<file path="src/rtl/fx2_pkg.sv">
// Shared types and constants for the FX2 slave-FIFO bus scheduler.
package fx2_pkg;

   typedef enum logic [2:0] {
      ST_IDLE,
      ST_RD_SETUP,
      ST_RD_BURST,
      ST_WR_SETUP,
      ST_WR_BURST,
      ST_PKTEND,
      ST_TURN
   } fx2_state_t;

   localparam logic [1:0] FADDR_EP2  = 2'b00;
   localparam logic [1:0] FADDR_EP6  = 2'b10;

   localparam logic [1:0] GRANT_NONE = 2'b00;
   localparam logic [1:0] GRANT_RD   = 2'b01;
   localparam logic [1:0] GRANT_WR   = 2'b10;

   // Bus owner as seen from outside: turnaround and idle report no owner.
   function automatic logic [1:0] grantFor(input fx2_state_t s);
      logic [1:0] g;
      g = GRANT_NONE;
      case (s)
         ST_RD_SETUP, ST_RD_BURST:           g = GRANT_RD;
         ST_WR_SETUP, ST_WR_BURST, ST_PKTEND: g = GRANT_WR;
         default:                            g = GRANT_NONE;
      endcase
      return g;
   endfunction

endpackage

</file>
<file path="src/rtl/fx2_rr_arb.sv">
// Two-requester round-robin arbiter; remembers which direction owned the bus last.
module fx2_rr_arb (
   input  logic i_clk,
   input  logic i_rst,
   input  logic i_rdReq,
   input  logic i_wrReq,
   input  logic i_endRd,
   input  logic i_endWr,
   output logic o_pickRd,
   output logic o_pickWr
);
   import fx2_pkg::*;

   logic [1:0] r_lastGrant;
   logic       w_lastWasWr;

   // Record the direction of each burst as it ends; starts as WR so a read wins the first tie.
   always_ff @(posedge i_clk) begin
      if (i_rst) begin
         r_lastGrant <= GRANT_WR;
      end else if (i_endRd) begin
         r_lastGrant <= GRANT_RD;
      end else if (i_endWr) begin
         r_lastGrant <= GRANT_WR;
      end
   end

   assign w_lastWasWr = (r_lastGrant == GRANT_WR);
   assign o_pickRd    = i_rdReq & (~i_wrReq | w_lastWasWr);
   assign o_pickWr    = i_wrReq & (~i_rdReq | ~w_lastWasWr);

endmodule

</file>
<file path="src/rtl/fx2_fifo_scheduler.sv">
// Shares the FX2 16-bit FIFO bus between the EP2 read stream and the EP6 write stream.
module fx2_fifo_scheduler #(
   parameter int BURST_LEN = 256,
   parameter int PKT_WORDS = 256
) (
   input  logic        fx2_ifclk,
   input  logic        rst,
   input  logic        fx2_flagb,
   input  logic        fx2_flagc,
   input  logic [15:0] fx2_fdata_in,
   output logic [15:0] fx2_fdata_out,
   output logic        fx2_fdata_oe,
   output logic [1:0]  fx2_faddr,
   output logic        fx2_slrd,
   output logic        fx2_slwr,
   output logic        fx2_sloe,
   output logic        fx2_pkt_end,
   output logic        fx2_slcs,
   output logic [15:0] rx_data,
   output logic        rx_valid,
   input  logic        rx_ready,
   input  logic [15:0] tx_data,
   input  logic        tx_valid,
   output logic        tx_ready,
   input  logic        tx_flush,
   output logic [1:0]  grant
);
   import fx2_pkg::*;

   localparam int BCW = $clog2(BURST_LEN) + 1;
   localparam int PCW = $clog2(PKT_WORDS);
   localparam logic [BCW-1:0] BURST_MAX = BCW'(BURST_LEN);
   localparam logic [BCW-1:0] BURST_ONE = BCW'(1);
   localparam logic [PCW-1:0] PART_LAST = PCW'(PKT_WORDS - 1);
   localparam logic [PCW-1:0] PART_ONE  = PCW'(1);

   fx2_state_t     r_state;
   logic [BCW-1:0] r_burstCnt;
   logic [PCW-1:0] r_partCnt;
   logic [15:0]    r_rxData;
   logic           r_rxValid;
   logic           r_slcs;

   logic w_rdReq, w_wrReq, w_partNz, w_burstRoom;
   logic w_doRead, w_doWrite, w_endRd, w_endWr;
   logic w_pickRd, w_pickWr;

   assign w_rdReq     = fx2_flagb & rx_ready;
   assign w_partNz    = (r_partCnt != '0);
   assign w_wrReq     = (tx_valid & fx2_flagc) | (tx_flush & w_partNz);
   assign w_burstRoom = (r_burstCnt < BURST_MAX);
   assign w_doRead    = (r_state == ST_RD_BURST) & w_rdReq & w_burstRoom;
   assign w_doWrite   = (r_state == ST_WR_BURST) & tx_valid & fx2_flagc & w_burstRoom;
   assign w_endRd     = (r_state == ST_RD_BURST) & ~w_doRead;
   assign w_endWr     = (r_state == ST_WR_BURST) & ~w_doWrite;

   fx2_rr_arb u_arb (
      .i_clk    (fx2_ifclk),
      .i_rst    (rst),
      .i_rdReq  (w_rdReq),
      .i_wrReq  (w_wrReq),
      .i_endRd  (w_endRd),
      .i_endWr  (w_endWr),
      .o_pickRd (w_pickRd),
      .o_pickWr (w_pickWr)
   );

   // Bus sequencer: grant, setup, burst, optional short-packet commit, then turnaround.
   always_ff @(posedge fx2_ifclk) begin
      if (rst) begin
         r_state    <= ST_IDLE;
         r_burstCnt <= '0;
         r_partCnt  <= '0;
      end else begin
         case (r_state)
            ST_IDLE: begin
               if (w_pickRd) begin
                  r_state    <= ST_RD_SETUP;
                  r_burstCnt <= '0;
               end else if (w_pickWr) begin
                  r_state    <= ST_WR_SETUP;
                  r_burstCnt <= '0;
               end
            end
            ST_RD_SETUP: r_state <= ST_RD_BURST;
            ST_RD_BURST: begin
               if (w_doRead) begin
                  r_burstCnt <= r_burstCnt + BURST_ONE;
               end else begin
                  r_state <= ST_TURN;
               end
            end
            ST_WR_SETUP: r_state <= ST_WR_BURST;
            ST_WR_BURST: begin
               if (w_doWrite) begin
                  r_burstCnt <= r_burstCnt + BURST_ONE;
                  r_partCnt  <= (r_partCnt == PART_LAST) ? '0 : r_partCnt + PART_ONE;
               end else if (tx_flush & w_partNz & fx2_flagc) begin
                  r_state <= ST_PKTEND;
               end else begin
                  r_state <= ST_TURN;
               end
            end
            ST_PKTEND: begin
               r_partCnt <= '0;
               r_state   <= ST_TURN;
            end
            ST_TURN:  r_state <= ST_IDLE;
            default:  r_state <= ST_IDLE;
         endcase
      end
   end

   // Capture each strobed pad word for the read stream and hold chip select low once out of reset.
   always_ff @(posedge fx2_ifclk) begin
      if (rst) begin
         r_rxData  <= '0;
         r_rxValid <= 1'b0;
         r_slcs    <= 1'b1;
      end else begin
         r_slcs    <= 1'b0;
         r_rxValid <= w_doRead;
         if (w_doRead) begin
            r_rxData <= fx2_fdata_in;
         end
      end
   end

   // Pin controls decoded purely from the registered state so they never glitch with live flags.
   always_comb begin
      fx2_faddr    = FADDR_EP2;
      fx2_sloe     = 1'b1;
      fx2_fdata_oe = 1'b0;
      fx2_pkt_end  = 1'b1;
      case (r_state)
         ST_RD_SETUP, ST_RD_BURST: begin
            fx2_sloe = 1'b0;
         end
         ST_WR_SETUP, ST_WR_BURST: begin
            fx2_faddr    = FADDR_EP6;
            fx2_fdata_oe = 1'b1;
         end
         ST_PKTEND: begin
            fx2_faddr    = FADDR_EP6;
            fx2_fdata_oe = 1'b1;
            fx2_pkt_end  = 1'b0;
         end
         default: begin
            fx2_faddr = FADDR_EP2;
         end
      endcase
   end

   assign grant         = grantFor(r_state);
   assign fx2_slrd      = ~w_doRead;
   assign fx2_slwr      = ~w_doWrite;
   assign tx_ready      = w_doWrite;
   assign fx2_fdata_out = (r_state == ST_WR_BURST) ? tx_data : 16'h0000;
   assign fx2_slcs      = r_slcs;
   assign rx_data       = r_rxData;
   assign rx_valid      = r_rxValid;

endmodule

</file>
<file path="config.mk">
export PLATFORM = sky130hd
export DESIGN_NAME = fx2_fifo_scheduler
export DESIGN_NICKNAME = d
export VERILOG_FILES = /design/src/rtl/fx2_pkg.sv /design/src/rtl/fx2_rr_arb.sv /design/src/rtl/fx2_fifo_scheduler.sv
export SDC_FILE = /design/constraint.sdc
export NUM_CORES = 1
export LEC_CHECK = 0
export CORE_MARGIN = 2
export CORE_UTILIZATION = 43
export CTS_BUF_LIST = sky130_fd_sc_hd__clkbuf_2
export DETAILED_ROUTE_END_ITERATION = 10
export PLACE_DENSITY = 0.82
export SLEW_MARGIN = 20
export SYNTH_ARGS = -nofsm -noshare
export SYNTH_HDL_FRONTEND = slang
export SYNTH_SLANG_ARGS = --single-unit
</file>
<file path="constraint.sdc">
create_clock -name fx2_ifclk -period 2.34 [get_ports fx2_ifclk]
set_clock_uncertainty 0.05 [all_clocks]
set_input_delay 0.468 -clock fx2_ifclk [delete_from_list [all_inputs] [get_ports fx2_ifclk]]
set_output_delay 0.468 -clock fx2_ifclk [all_outputs]
set_load 0.03 [all_outputs]
</file>
# After elaboration in Yosys (flattened, before gate mapping)
# Index checks and enable logic that the tools add are counted.
# Widths: inputs -> output; s select.
# op_classes
add_sub_neg	2
n_mul	0
div_mod_pow	0
magnitude_cmp	1
n_eq_ne	12
n_shift	0
mux	23
bitwise_logic	21
n_reduce_logical	10
# op_table
op	n
$mux 9	4
$pmux 9 s3	1
$pmux 3 s6	1
$mux 16	1
$mux 8	2
$pmux 8 s2	1
$and 1x1->1	13
$mux 3	4
$add 9x1->9 const B	1
$lt 9x9->1 const B	1
$add 8x1->8 const B	1
$eq 8x8->1 const B	1
$mux 2	4
$ne 2x2->1 const B	4
$reduce_bool 8->1	1
$eq 3x2->1 const B	2
$eq 3x3->1 const B	2
$not 1->1	5
$mux 1	4
$pmux 2 s2	1
$reduce_and 4->1	1
$reduce_bool 2->1	2
$eq 3x1->1 const B	1
$logic_not 3->1	1
8 further kinds	10
# word_totals
ff_bits	40
latchBits	0
ram_bits	0
romBits	0
input_bits	39
memories	0

# Depth between registers and ports, before layout
# Gate-level depths: netlist of the first run.
# logic_depth
ltp_word	8
depth_mapped	7
mapped_depth_nobuf	7

# Modules after synthesis
# A second synthesis of the first run with hierarchy kept.
# hier_totals
hier_cells	261
hier_area_um2	2095.8
# modules_own_cells
module	n_inst	cells_each	area_each_um2	seq_area_each_um2
fx2_fifo_scheduler	1	250	1995.7	760.7
fx2_rr_arb	1	11	100.1	40.0

# Least setup slack after synthesis of the first run
# OpenSTA, ideal clock, no wires.
# synth_timing
kind	register to output
from	register r_state[1]
to	output fx2_faddr[1]
arrival_time_ns	1.627
required_ns	1.822
slack_ns	0.195
path_stages_with_launch	4
cell_sequence	dfxtp_1 nand2b_2 o21ai_0 buf_4
# synth_via
elab_chain_len	3
# synth_lines
element	line_no	text
start: declaration	fx2_fifo_scheduler.sv:37	fx2_state_t r_state;
start signal: assignment	fx2_fifo_scheduler.sv:71	r_state <= ST_IDLE;
start signal: assignment	fx2_fifo_scheduler.sv:78	r_state <= ST_RD_SETUP;
start signal: assignment	fx2_fifo_scheduler.sv:81	r_state <= ST_WR_SETUP;
$eq 3x3->1 or $eq 3x2->1 (tied branches)	fx2_fifo_scheduler.sv:135	case (r_state)
$reduce_or 3->1 (no line) (*)	--	
$mux 2 (*)	fx2_fifo_scheduler.sv:135	
end: declaration	fx2_fifo_scheduler.sv:13	output logic [1:0] fx2_faddr,
# Every way passes the cells marked *; elsewhere a longest branch is shown, timed or not.

# Worst setup path after layout of the first run
# layout_timing
from	register r_state[1]
to	output fx2_sloe
# layout_via
elab_chain_len	3
# layout_lines
element	line_no	text
$eq 3x2->1 or $eq 3x1->1 (tied branches)	fx2_fifo_scheduler.sv:135	
$reduce_or 2->1 (*)	fx2_fifo_scheduler.sv:135	
$mux 1 (*)	fx2_fifo_scheduler.sv:135	
end: declaration	fx2_fifo_scheduler.sv:16	output logic fx2_sloe,
# Marked as above.

==> key figures, run 1 <==
Placement
  • Routability cong.: 0.782
  • Cell Count Post-Placement: 370
  • Area of placed instances: 2770 um2
  • IO buf count: 81
  • HPWL after DPL: 3630 um

Synth
  • Post-synth top area cell: dfxtp_1
  • Main flop type after synthesis: dfxtp_1
  • Synth Register Bits: 40
  • Post-synth ARST share: 0
  • Syn Nets: 282
  • Mapped Area: 1900 um2
  • Synth cell types: 41
  • Average cell area after synthesis: 7.90 um2
  • Register area share after synthesis: 0.422
  • Area contributors post-synth: dfxtp_1, nand2_1, a21oi_1
  • Syn Inst Count: 240
  • Top cell type's share of synthesized area: 0.422
  • YS warnings: 0
  • Number of flops mapped to enable cells by yosys: 0

Floorplan
  • DIE WIDTH: 70.4 um
  • Chip height: 70.4 um
  • Cell row count: 24
  • Die area: 4960 um2
  • Core Box Area: 4290 um2
  • Initial cell density of the core: 0.442
  • I/O pin cnt: 83

Cells and area
  • Nets: 367
  • Share of cells above drive strength 1: 0.148
  • Most common cell after layout, fill and taps aside: clkdlybuf4s50_1
  • Most frequent cells in the layout: clkdlybuf4s50_1, nand2_1, dfxtp_1, a21oi_1, clkbuf_2
  • Filler instances: 387
  • Non-filler instance count after layout: 377
  • P&R area growth vs syn: 46.6%
  • Finished Cell Area: 2780 um2
  • Antenna diodes: 0

Routing
  • Via-per-instance ratio: 5.09
  • Routed WL: 4800 um
  • Post-route DRC violation count: 0
  • ANT nets after route: 0
  • Via count: 1919
  • Routed len/inst: 12.7 um
  • Initial DRC count: 62
  • DR pass1 iterations: 4

Setup path
  • Critical Path RT: 1820 ps
  • CP cell instances: xor2_1 > nand2b_1 > clkdlybuf4s50_1
  • Crit start category: register
  • Critical Path Fanout Max: 7
  • Crit end category: primary output
  • WP data arrival: 1740 ps
  • WS Path Type: register to primary output
  • Crit path largest cell delay: 680 ps
  • Crit-path slowest cell: clkdlybuf4s50_1

Pwr
  • PD cells: 849 nW/um2
  • Leakage: 0.00108 uW
  • PnR Total Power: 2360 uW
  • Worst VDD drop: 0.000458 V

STA
  • Fmax achieved: 0.444 GHz
  • Slew @ Worst Pin: 583 ps
  • Final period util: 0.963
  • Setup TNS: 0 ps
  • Max-slew violations: 0
  • Slew margin rel.: 0.611
  • Finish-stage setup viols: 0
  • Count of final hold-check violations: 0
  • RSZ-0062 raised after global routing: yes
  • Crit path time final: 2250 ps

GRT
  • GRT Resource Usage Total: 0.200
  • Largest net degree at the start of global routing: 22
  • Vias in the first global route: 1823
  • Grt ovf: 0
  • Initial antenna violation count: 0
  • First-pass GRT wire length: 8130 um

CTS
  • Clk_lat worst skew: 380 ps
  • Number of H-tree levels: 2
  • PostCTS Resize Cnt: 33
  • Root Driver: clkbuf_2
  • TritonCTS buffer count: 5
  • CTS tree: built
  • Number of hold buffers added after CTS: 0
  • Max clock buf depth: 2
  • # clock sinks: 40
  • Post-CTS setup buffer count: 0
  • Clk pin slew, worst setup/hold paths: 200 ps

Flow run
  • MaxCap Viol Count: 0

Run status
  • Status: completed

Worst hold path
  • Worst min path class: register to register
-- cell type report --
cell class,instances,area (um2),share of cell area
Inverter,7,26.3,0.00945
Multi-Input combinational cell,181,1010,0.364
Tap cell,52,65.1,0.0234
Clock buffer,5,25.0,0.00900
Clock inverter,2,60.1,0.0216
Sequential cell,40,805,0.289
Timing Repair Buffer,90,787,0.283
-- cell families (layout without fill, tap and decap cells) --
family | count (synthesis) | in the layout | synth area share
AO/OA/AOI/OAI | 51 | 51 | 0.166
flip-flops | 40 | 40 | 0.422
AND/OR/NAND/NOR | 119 | 119 | 0.315
XOR/XNOR | 7 | 7 | 0.0323
adder cells (fa/ha/maj) | 3 | 3 | 0.0198
buffers and inverters | 19 | 104 | 0.0435
other | 1 | 1 | 0.00198
-- through the flow --
stage | utilization | hold WS [ps] | setup slack, ps
after global routing | 0.648 | 437 | -8.75
final | 0.648 | 415 | 86.9
after CTS | 0.664 | 421 | 0.607
after floorplan | - | 407 | 195
after global placement | 0.646 | 392 | -69.1
after detailed placement | 0.646 | 399 | -108
-- worst max-delay path, delay by kind of cell, from the launching register on --
family / cells / cell delay, ps
flip-flops: 1 / 410
buffers and inverters: 1 / 680
XOR/XNOR: 1 / 170
AND/OR/NAND/NOR: 1 / 100
-- per-layer routing --
metal / track usage / vias to the layer above / share of wire
met5: 0 / - / 0
met4: 0.0705 / 0 / 0.013
met3: 0.0722 / 8 / 0.074
met2: 0.305 / 55 / 0.46
met1: 0.261 / 873 / 0.45
li1: - / 983 / -
-- final timing paths --
path	from	depth (start not counted)	slack, ps	endpoint
min reg2reg	rx_data[1]$_SDFFE_PP0P_	2	420	rx_data[1]$_SDFFE_PP0P_
max	r_state[1]$_SDFFE_PP0P_	3	90	fx2_sloe
max reg2reg	r_partCnt[0]$_SDFFE_PP0P_	7	360	r_burstCnt[7]$_SDFFE_PP0P_
min	rx_data[1]$_SDFFE_PP0P_	2	420	rx_data[1]$_SDFFE_PP0P_
-- registers in the layout, indices dropped and copies added (netlist names) --
| name | cells |
|---|---|
| rx_data | 16 |
| r_burstCnt | 9 |
| r_partCnt | 8 |
| r_state | 3 |
| u_arb.r_lastGrant | 2 |
| fx2_slcs | 1 |
| rx_valid | 1 |
-- synth_stat cells (5+ instances only) --
cell type   n
dfxtp_1    40
nor2_1     17
and2_1     17
nand2_1    49
clkbuf_1    7
inv_1       5
o21ai_0     6
a21oi_1    25
nand2b_1    5
nand3_1     9
-- power breakdown --
part           leakage (uW)  total (uW)  internal (uW)  switching [uW]
registers          0.000325         815            749            65.8
logic              0.000701        1040            390             651
clock network     0.0000490         506            282             223
total               0.00108        2360           1420             940
Note: power is estimated with default switching activity, not from simulation.
==> run 2: changes to the inputs <==
--- a/config.mk
+++ b/config.mk
@@ -8,6 +8,7 @@
 export CORE_MARGIN = 2
 export CORE_UTILIZATION = 43
 export CTS_BUF_LIST = sky130_fd_sc_hd__clkbuf_2
+export CTS_CLUSTER_SIZE = 8
 export DETAILED_ROUTE_END_ITERATION = 10
 export PLACE_DENSITY = 0.82
 export SLEW_MARGIN = 20
==> results of run 2 <==
Same layout as run 1: the final DEF is identical, and so are final timing and power.
==> run 3: changes to the inputs <==
--- a/config.mk
+++ b/config.mk
@@ -10,7 +10,9 @@
 export CTS_BUF_LIST = sky130_fd_sc_hd__clkbuf_2
 export CTS_CLUSTER_SIZE = 8
 export DETAILED_ROUTE_END_ITERATION = 10
+export HOLD_SLACK_MARGIN = 0.02
 export PLACE_DENSITY = 0.82
+export SETUP_SLACK_MARGIN = 0.5
 export SLEW_MARGIN = 20
 export SYNTH_ARGS = -nofsm -noshare
 export SYNTH_HDL_FRONTEND = slang
==> run 3 against run 2 <==
Net effect:
- fmax rose by 10%
- largest cell class unchanged
- die area unchanged
- wire length grew 9.1%
- first-iteration DRC count up 89%
- register-to-register slack improved by 120 ps
- final cell count grew 2.7%
- combinational power increased by 25%
- global-route usage grew 2.4 points
- clock power down 43%
- cell area up 5.5%
- critical path type unchanged
- clock-buffer cell count grew 1
- critical path depth stayed put
==> key figures, run 3 (synthesis results as in run 1) <==
Run status
  • Status: completed

Cells and area
  • Most frequent cells in the layout: nand2_1, dfxtp_1, clkdlybuf4s50_1, buf_4, a21oi_1
  • Most common cell after layout, fill and taps aside: nand2_1
  • Filler instances: 361
  • P&R area growth vs syn: 54.7%
  • Share of cells above drive strength 1: 0.227
  • Max reg flops: 16
  • Nets: 377
  • Antenna diodes: 0

STA
  • Setup TNS: 0 ps
  • Final period util: 0.874
  • Min setup slack post-route: 296 ps
  • RSZ-0062 raised after global routing: yes
  • Fmax achieved: 0.489 GHz
  • Crit path time final: 2040 ps
  • Count of final hold-check violations: 0
  • Finish-stage setup viols: 0
  • Max-slew violations: 0

GRT
  • First-pass GRT wire length: 9050 um
  • Grt ovf: 0
  • GRT Resource Usage Total: 0.224
  • Initial antenna violation count: 0
  • Vias in the first global route: 1952
  • Largest net degree at the start of global routing: 30

Placement
  • Setup WS pre-CTS: -81.3 ps
  • IO buf count: 81
  • Routability cong.: 0.866
  • HPWL after DPL: 3660 um

Setup path
  • Critical Path RT: 1820 ps
  • Crit start category: register
  • Crit end category: primary output
  • WS Path Type: register to primary output
  • Critical Path Fanout Max: 5
  • Crit-path slowest cell: dfxtp_4
  • Crit path largest cell delay: 430 ps
  • CP cell instances: nand2b_2 > or2_4 > buf_2
  • WP data arrival: 1530 ps

Floorplan
  • Chip height: 70.4 um
  • Die area: 4960 um2
  • DIE WIDTH: 70.4 um
  • Cell row count: 24
  • Initial cell density of the core: 0.442
  • I/O pin cnt: 83
  • Core Box Area: 4290 um2

CTS
  • Clk_lat worst skew: 400 ps
  • Number of H-tree levels: 2
  • TritonCTS buffer count: 5
  • Number of hold buffers added after CTS: 0
  • # clock sinks: 40
  • Root Driver: clkbuf_2
  • Max clock buf depth: 2
  • CTS tree: built
  • Clk pin slew, worst setup/hold paths: 200 ps

Routing
  • Post-route DRC violation count: 0
  • ANT nets after route: 0
  • Via-per-instance ratio: 5.16
  • DR pass1 iterations: 4
  • Via count: 1998
  • Routed len/inst: 13.5 um
  • Initial DRC count: 117
  • Routed WL: 5240 um

Pwr
  • Worst VDD drop: 0.000379 V
  • PD cells: 824 nW/um2
  • PnR Total Power: 2420 uW
  • Leakage: 0.00122 uW

Flow run
  • MaxCap Viol Count: 0

Worst hold path
  • Worst min path class: register to register
==> run 3: cell types whose count changed in the layout (fill, tap and decap cells not counted), sizes merged <==
cell,previous run,this run
inv,7,6
buf,13,44
clkbuf,20,6
clkinv,0,2
dlygate4sd2,5,20
clkdlybuf4s50,57,36
bufinv,2,0
==> run 3: cell type report <==
type	instances	area, um2	area share
Inverter	7	31.3	0.0107
Sequential cell	40	813	0.277
Timing Repair Buffer	100	901	0.307
Multi-Input combinational cell	181	1090	0.371
Clock inverter	1	5.00	0.00171
Tap cell	52	65.1	0.0222
Clock buffer	6	30.0	0.0102
==> run 3: repair_timing <==
item | 4_1_cts | 5_1_grt
cloned | 0 | 0
pin swaps | 4 | 3
buffers inserted | 10 | 3
resized for setup | 149 | 18
endpoints found under the setup margin | 54 | 35
==> run 3: report_power, final <==
group          switching (uW)  leakage [uW]  total, uW  internal (uW)
registers                72.9      0.000326        830            757
logic                     745      0.000865       1300            553
clock network             218     0.0000288        289           71.3
==> run 3: worst max-delay path: cells and delay by family (launching register included) <==
| kind | cells | cell delay, ps |
|---|---|---|
| AND/OR/NAND/NOR | 2 | 510 |
| buffers and inverters | 1 | 190 |
| flip-flops | 1 | 430 |
==> run 3: final timing paths <==
check	from	endpoint	slack, ps	cells past startpoint
worst max-delay path	r_state[1]$_SDFFE_PP0P_	fx2_pkt_end	300	3
worst min register to register	rx_data[0]$_SDFFE_PP0P_	rx_data[0]$_SDFFE_PP0P_	410	2
worst max register to register	r_state[1]$_SDFFE_PP0P_	r_burstCnt[4]$_SDFFE_PP0P_	480	9
worst min-delay path	rx_data[0]$_SDFFE_PP0P_	rx_data[0]$_SDFFE_PP0P_	410	2
==> run 3: through the flow <==
stage               hold WS (ps)  utilization  instance area (um2)  cells
floorplan                    407            -                 1900    240
global placement             390        0.640                 2750    367
detailed placement           396        0.640                 2750    367
CTS                          415        0.669                 2870    384
global route                 432        0.683                 2930    387
finish                       413        0.683                 2930    387
==> run 3: routing by layer <==
metal	vias up	GRT usage	wire length (um)
met4	0	0.0662	53
met3	7	0.0765	378
met2	63	0.347	2470
met1	923	0.296	2340
met5	-	0	0
li1	1005	-	-
